File: src/rtl/uart_pkg.sv
// Shared types and constants for the configurable UART transmitter.
package uart_pkg;

  // Transmitter frame states.
  typedef enum logic [2:0] {
    StIdle,
    StStart,
    StData,
    StParity,
    StStop,
    StCleanup
  } tx_state_e;

  // Parity mode encodings; the fourth code (3) also means no parity.
  localparam logic [1:0] PAR_NONE = 2'd0;
  localparam logic [1:0] PAR_EVEN = 2'd1;
  localparam logic [1:0] PAR_ODD  = 2'd2;

  // Smallest usable clocks-per-bit divisor; lower requests are raised to this.
  localparam int unsigned MIN_DIV = 2;

  // True when the mode inserts a parity bit into the frame.
  function automatic logic parity_enabled(input logic [1:0] mode);
    return (mode == PAR_EVEN) || (mode == PAR_ODD);
  endfunction

endpackage

File: src/rtl/uart_tx_fifo.sv
// Synchronous show-ahead FIFO: the head word is visible on rdata_o before it is popped.
module uart_tx_fifo #(
  parameter int unsigned Width = 8,
  parameter int unsigned Depth = 16
) (
  input  logic                     clk_i,
  input  logic                     rst_i,
  input  logic                     wr_i,
  input  logic [Width-1:0]         wdata_i,
  input  logic                     rd_i,
  output logic [Width-1:0]         rdata_o,
  output logic                     full_o,
  output logic                     empty_o,
  output logic [$clog2(Depth):0]   count_o
);

  localparam int unsigned AddrW = $clog2(Depth);

  logic [Width-1:0] mem_q [Depth];
  logic [AddrW:0]   wr_ptr_q, rd_ptr_q;
  logic             push, pop;

  // Pointers carry one extra wrap bit so full and empty are distinguishable.
  assign count_o = wr_ptr_q - rd_ptr_q;
  assign full_o  = (count_o == (AddrW + 1)'(Depth));
  assign empty_o = (count_o == '0);
  assign push    = wr_i & ~full_o;
  assign pop     = rd_i & ~empty_o;
  assign rdata_o = mem_q[rd_ptr_q[AddrW-1:0]];

  // Pointer update; reset discards any queued words.
  always_ff @(posedge clk_i) begin
    if (rst_i) begin
      wr_ptr_q <= '0;
      rd_ptr_q <= '0;
    end else begin
      if (push) wr_ptr_q <= wr_ptr_q + 1'b1;
      if (pop)  rd_ptr_q <= rd_ptr_q + 1'b1;
    end
  end

  // Storage write, no reset needed on the data array.
  always_ff @(posedge clk_i) begin
    if (push) mem_q[wr_ptr_q[AddrW-1:0]] <= wdata_i;
  end

endmodule

File: src/rtl/uart_tx_cfg.sv
// UART transmitter with runtime divisor, parity and stop-bit selection fed by an input FIFO.
module uart_tx_cfg
  import uart_pkg::*;
#(
  parameter int unsigned DATA_BITS  = 8,
  parameter int unsigned DIV_WIDTH  = 16,
  parameter int unsigned FIFO_DEPTH = 16
) (
  input  logic                          i_Clock,
  input  logic                          i_Reset,
  input  logic [DIV_WIDTH-1:0]          i_Clks_Per_Bit,
  input  logic [1:0]                    i_Parity_Mode,
  input  logic                          i_Two_Stop,
  input  logic                          i_Tx_DV,
  input  logic [DATA_BITS-1:0]          i_Tx_Byte,
  output logic                          o_Tx_Ready,
  output logic                          o_Tx_Overflow,
  output logic [$clog2(FIFO_DEPTH):0]   o_Fifo_Count,
  output logic                          o_Tx_Serial,
  output logic                          o_Tx_Active,
  output logic                          o_Tx_Done
);

  localparam int unsigned IdxW = (DATA_BITS > 1) ? $clog2(DATA_BITS) : 1;
  localparam logic [IdxW-1:0] LastIdx = IdxW'(DATA_BITS - 1);

  tx_state_e            state_q, state_d;
  logic [DIV_WIDTH-1:0] cnt_q, cnt_d;
  logic [IdxW-1:0]      idx_q, idx_d;
  logic                 stop2_q, stop2_d;
  logic [DATA_BITS-1:0] data_q, data_d;
  logic [DIV_WIDTH-1:0] div_q, div_d;
  logic [1:0]           par_q, par_d;
  logic                 two_q, two_d;

  logic                 serial_q, active_q, done_q, overflow_q;
  logic                 line, active, done, load_req, bit_end;

  logic                 fifo_rd, fifo_full, fifo_empty;
  logic [DATA_BITS-1:0] fifo_rdata;

  uart_tx_fifo #(
    .Width (DATA_BITS),
    .Depth (FIFO_DEPTH)
  ) u_fifo (
    .clk_i   (i_Clock),
    .rst_i   (i_Reset),
    .wr_i    (i_Tx_DV),
    .wdata_i (i_Tx_Byte),
    .rd_i    (fifo_rd),
    .rdata_o (fifo_rdata),
    .full_o  (fifo_full),
    .empty_o (fifo_empty),
    .count_o (o_Fifo_Count)
  );

  // Last cycle of the current bit period.
  assign bit_end = (cnt_q == div_q - DIV_WIDTH'(1));

  // Next-state, line level and pop decision for the frame sequencer.
  always_comb begin
    state_d  = state_q;
    cnt_d    = cnt_q;
    idx_d    = idx_q;
    stop2_d  = stop2_q;
    data_d   = data_q;
    div_d    = div_q;
    par_d    = par_q;
    two_d    = two_q;
    fifo_rd  = 1'b0;
    line     = 1'b1;
    active   = 1'b0;
    done     = 1'b0;
    load_req = 1'b0;

    unique case (state_q)
      StIdle: begin
        load_req = ~fifo_empty;
      end
      StStart: begin
        line   = 1'b0;
        active = 1'b1;
        if (bit_end) begin
          cnt_d   = '0;
          idx_d   = '0;
          state_d = StData;
        end else begin
          cnt_d = cnt_q + DIV_WIDTH'(1);
        end
      end
      StData: begin
        line   = data_q[idx_q];
        active = 1'b1;
        if (bit_end) begin
          cnt_d = '0;
          if (idx_q == LastIdx) begin
            idx_d   = '0;
            stop2_d = 1'b0;
            state_d = parity_enabled(par_q) ? StParity : StStop;
          end else begin
            idx_d = idx_q + IdxW'(1);
          end
        end else begin
          cnt_d = cnt_q + DIV_WIDTH'(1);
        end
      end
      StParity: begin
        line   = (^data_q) ^ (par_q == PAR_ODD);
        active = 1'b1;
        if (bit_end) begin
          cnt_d   = '0;
          stop2_d = 1'b0;
          state_d = StStop;
        end else begin
          cnt_d = cnt_q + DIV_WIDTH'(1);
        end
      end
      StStop: begin
        active = 1'b1;
        if (bit_end) begin
          cnt_d = '0;
          // Two stop bits are two back-to-back bit periods, keeping the counter DIV_WIDTH wide.
          if (two_q && !stop2_q) begin
            stop2_d = 1'b1;
          end else begin
            state_d = StCleanup;
          end
        end else begin
          cnt_d = cnt_q + DIV_WIDTH'(1);
        end
      end
      StCleanup: begin
        done     = 1'b1;
        load_req = ~fifo_empty;
        if (fifo_empty) state_d = StIdle;
      end
      default: begin
        state_d = StIdle;
      end
    endcase

    // Pop the head and capture the configuration for the whole coming frame.
    if (load_req) begin
      fifo_rd = 1'b1;
      data_d  = fifo_rdata;
      div_d   = (i_Clks_Per_Bit < DIV_WIDTH'(MIN_DIV)) ? DIV_WIDTH'(MIN_DIV) : i_Clks_Per_Bit;
      par_d   = i_Parity_Mode;
      two_d   = i_Two_Stop;
      cnt_d   = '0;
      idx_d   = '0;
      stop2_d = 1'b0;
      state_d = StStart;
    end
  end

  // Sequencer state and latched frame configuration.
  always_ff @(posedge i_Clock) begin
    if (i_Reset) begin
      state_q <= StIdle;
      cnt_q   <= '0;
      idx_q   <= '0;
      stop2_q <= 1'b0;
      data_q  <= '0;
      div_q   <= DIV_WIDTH'(MIN_DIV);
      par_q   <= PAR_NONE;
      two_q   <= 1'b0;
    end else begin
      state_q <= state_d;
      cnt_q   <= cnt_d;
      idx_q   <= idx_d;
      stop2_q <= stop2_d;
      data_q  <= data_d;
      div_q   <= div_d;
      par_q   <= par_d;
      two_q   <= two_d;
    end
  end

  // Registered pin-facing outputs so the TX line is glitch-free.
  always_ff @(posedge i_Clock) begin
    if (i_Reset) begin
      serial_q   <= 1'b1;
      active_q   <= 1'b0;
      done_q     <= 1'b0;
      overflow_q <= 1'b0;
    end else begin
      serial_q   <= line;
      active_q   <= active;
      done_q     <= done;
      overflow_q <= i_Tx_DV & fifo_full;
    end
  end

  assign o_Tx_Serial   = serial_q;
  assign o_Tx_Active   = active_q;
  assign o_Tx_Done     = done_q;
  assign o_Tx_Overflow = overflow_q;
  assign o_Tx_Ready    = ~fifo_full;

endmodule

File: config.mk
export PLATFORM = sky130hd
export DESIGN_NAME = uart_tx_cfg
export DESIGN_NICKNAME = d
export VERILOG_FILES = /design/src/rtl/uart_pkg.sv /design/src/rtl/uart_tx_fifo.sv /design/src/rtl/uart_tx_cfg.sv
export SDC_FILE = /design/constraint.sdc
export NUM_CORES = 1
export LEC_CHECK = 0
export CELL_PAD_IN_SITES_DETAIL_PLACEMENT = 0
export CELL_PAD_IN_SITES_GLOBAL_PLACEMENT = 1
export CORE_MARGIN = 2
export CORE_UTILIZATION = 43
export CTS_CLUSTER_SIZE = 30
export DETAILED_ROUTE_END_ITERATION = 7
export PLACE_DENSITY_LB_ADDON = 0.1
export SETUP_SLACK_MARGIN = 0.3
export SYNTH_ARGS = -nofsm -noshare
export SYNTH_HDL_FRONTEND = slang
export SYNTH_HIERARCHICAL = 1
export SYNTH_SLANG_ARGS = --single-unit
File: constraint.sdc
create_clock -name i_Clock -period 7.86 [get_ports i_Clock]
set_input_delay 1.179 -clock i_Clock [delete_from_list [all_inputs] [get_ports i_Clock]]
set_output_delay 1.179 -clock i_Clock [all_outputs]
set_load 0.01 [all_outputs]
==> results.toml <==
[die]
die-width_um = 146
core_mm2 = 0.0200
start_util = 0.434
rows = 52
die-area_mm2 = 0.0214
die_h_um = 146
io_pins = 40

[detailed_routing]
ant_nets = 0
wl_per_cell_um = 18.7
dr_total_vias = 5171
post-route-drc-count = 0
detailedRoute.firstPassIterationCount = 5
first_iter_violations = 355
vias_per_cell = 5.40
drt-total-wl_um = 17900

[synthesis]
synth_compound_area_frac = 0.0613
yosysMostFrequentCell = "edfxtp_1"
syn_nets = 685
synth_xor_area_frac = 0.0483
synth_mux_area_frac = 0.122
synth.top_cell.area_share = 0.442
synth_ff_type = "edfxtp_1"
synth_seq_cells = 196
async_reset_ff_frac = 0
synth_top_family_by_area = "simple AND/OR/NAND/NOR gates"
synthTopCellsByCount = "edfxtp_1, dfxtp_1, nand2_1, mux4_2, nor2_1"
synthTopCellsByArea = "edfxtp_1, dfxtp_1, mux4_2"
synth-simple-area-share = 0.123
syn_area_per_cell_um2 = 13.6
synth_fa_ha_area_frac = 0.0236
ys_seq_area_frac = 0.598
synth_top_area_cell = "edfxtp_1"
netlist_instances = 640
synth.distinct_cells = 64
synth_edf_count = 128
yosysWarningCount = 6
synth_area_mm2 = 0.00870

[timing]
finalCriticalPeriod_ps = 4400
worst_slew_pin_slew_ps = 1100
fmax_mhz = 227
maxSlewHeadroom = 0.262
tns_ps = 0
whs_ps = 460
setup-violations-final = 0
finalCritPeriodShare = 0.560
fin_worst_skew_ps = 16.3
rsz0062_at_grt = "false"
maxSlewViolCount = 0
finalHoldViolations = 0

[power]
finalPower_mw = 3.41
cellPowerDensity_mw_per_mm2 = 342
p_leak_nw = 3.30
vdd_drop_max_v = 0.000157

[clocking]
tritoncts = "yes"
cts_resized = 0
htreeDepth = 4
root_buffer = "clkbuf_16"
postCtsSetupBuffers = 0
numCtsBuffers = 17
numClockSinks = 196
clock_latency_ps = 430
hold_buffers = 0
clock_path_buffers = 2
clk_pin_slew_ps = 80

[cells_and_area]
antenna_cells = 0
final_nets = 719
fin_util = 0.498
fin_area_mm2 = 0.00998
area_growth_syn_to_layout_pct = 14.7
drive_gt1_frac = 0.143
fillerInstances = 1752

[placed_design]
dp_hpwl_um = 12800
placed_area_mm2 = 0.00934
portBuffers = 39
gp_congestion = 0.816

[setup_path]
crit_arrival_ps = 3220
cp_max_fo = 9
critPathLaunchType = "flop"
crit_type = "flop to output pin"
crit_required_ps = 6680
end_kind = "output pin"

[global_route]
grt-ovfl-total = 0
grt_pass1_vias = 5271
grt_max_degree = 46
grt_usage = 0.175
antenna_found_initial = 0
grt_pass1_wl_um = 28900

[run_status]
status = "finished, final reports clean"

[min_path]
hp-class = "flop to flop"

[job]
max_cap_violations = 0
report_power, final:
part           switching, mW  internal, mW  total (mW)
registers              0.115          1.20        1.32
clock network          0.436         0.470       0.906
logic                  0.660         0.528        1.19
cells in the final DEF (no fill, tap or decap), types with 3 or more instances in the layout:
cell type	synthesis	final
xnor2_1	27	27
nand2b_1	7	7
clkdlybuf4s50_1	0	38
or3_1	11	11
nor2_1	38	38
nand2_1	58	58
mux2i_1	5	5
nor2b_1	7	7
clkinv_8	0	6
inv_1	20	20
o21ai_0	8	8
a22o_1	7	7
clkbuf_16	0	17
mux2_1	5	5
mux4_2	42	42
nand3_1	14	14
nand4_1	13	13
inv_8	0	3
nor3b_1	4	4
a21oi_1	35	35
edfxtp_1	128	128
and3_1	15	15
ha_1	14	14
dfxtp_1	68	67
or4_1	3	3
nor4_1	7	7
nand3b_1	4	4
nor3_1	6	6
o211ai_1	3	3
xor2_1	21	21
buf_4	1	5
worst max-delay path, cell delays in order (launching register included):
cell and delay [ps]:
dfxtp_1 400, inv_1 110, ha_1 220, inv_1 70, fa_1 450, nor3b_1 230
nand4b_1 230, a211oi_4 510, inv_1 70, clkdlybuf4s50_1 490
sequential cells by signal (all words and copies together) (netlist names), 2 cells and up, named ones only:
| signal | count |
|---|---|
| cnt_q | 16 |
| idx_q | 3 |
| state_q | 3 |
| u_fifo/mem_q | 128 |
| u_fifo/rd_ptr_q | 5 |
| u_fifo/wr_ptr_q | 5 |
| data_q | 8 |
| par_q | 2 |
| div_q | 16 |
path summary, 6_finish.rpt:
path / depth (start not counted) / endpoint / from / slack, ps
worst max-delay path: 9 / o_Tx_Ready / u_fifo/wr_ptr_q[0] / 3460
worst min-delay path: 2 / par_q[0] / par_q[0] / 460
worst max register to register: 14 / idx_q[1] / u_fifo/wr_ptr_q[0] / 3470
worst min register to register: 2 / par_q[0] / par_q[0] / 460
cells by family (layout without fill, tap and decap cells):
family	count (synthesis)	count (layout)
flip-flops	196	196
AND/OR/NAND/NOR	202	202
buffers and inverters	49	96
adder cells (fa/ha/maj)	16	16
XOR/XNOR	48	48
AO/OA/AOI/OAI	76	76
multiplexers	53	53
per-layer routing:
layer  part of all wire  routed length, um  GRT usage  vias to the layer above
li1                   -                  -          -                     2480
met1               0.45               8010      0.227                     2588
met2               0.51               9080      0.299                       82
met3              0.029                514     0.0313                       21
met4              0.017                305     0.0549                        0
met5                  0                  0          0                        -
per-stage QoR:
step,setup slack (ps),std cells
5_1_grt,3090,957
6_report,3460,957
2_1_floorplan,4440,640
3_3_place_gp,3640,925
3_5_place_dp,3490,925
4_1_cts,3450,957
area by class of cell:
class                      count  area (um2)  share of cell area
clock inverter                15         219              0.0219
multi-input combinational    395        3290               0.330
inverter                      20        75.1             0.00752
tap                          270         338              0.0339
timing repair buffer          44         423              0.0424
clock buffer                  17         425              0.0426
sequential                   196        5210               0.522
(Power assumes the default switching activity.)
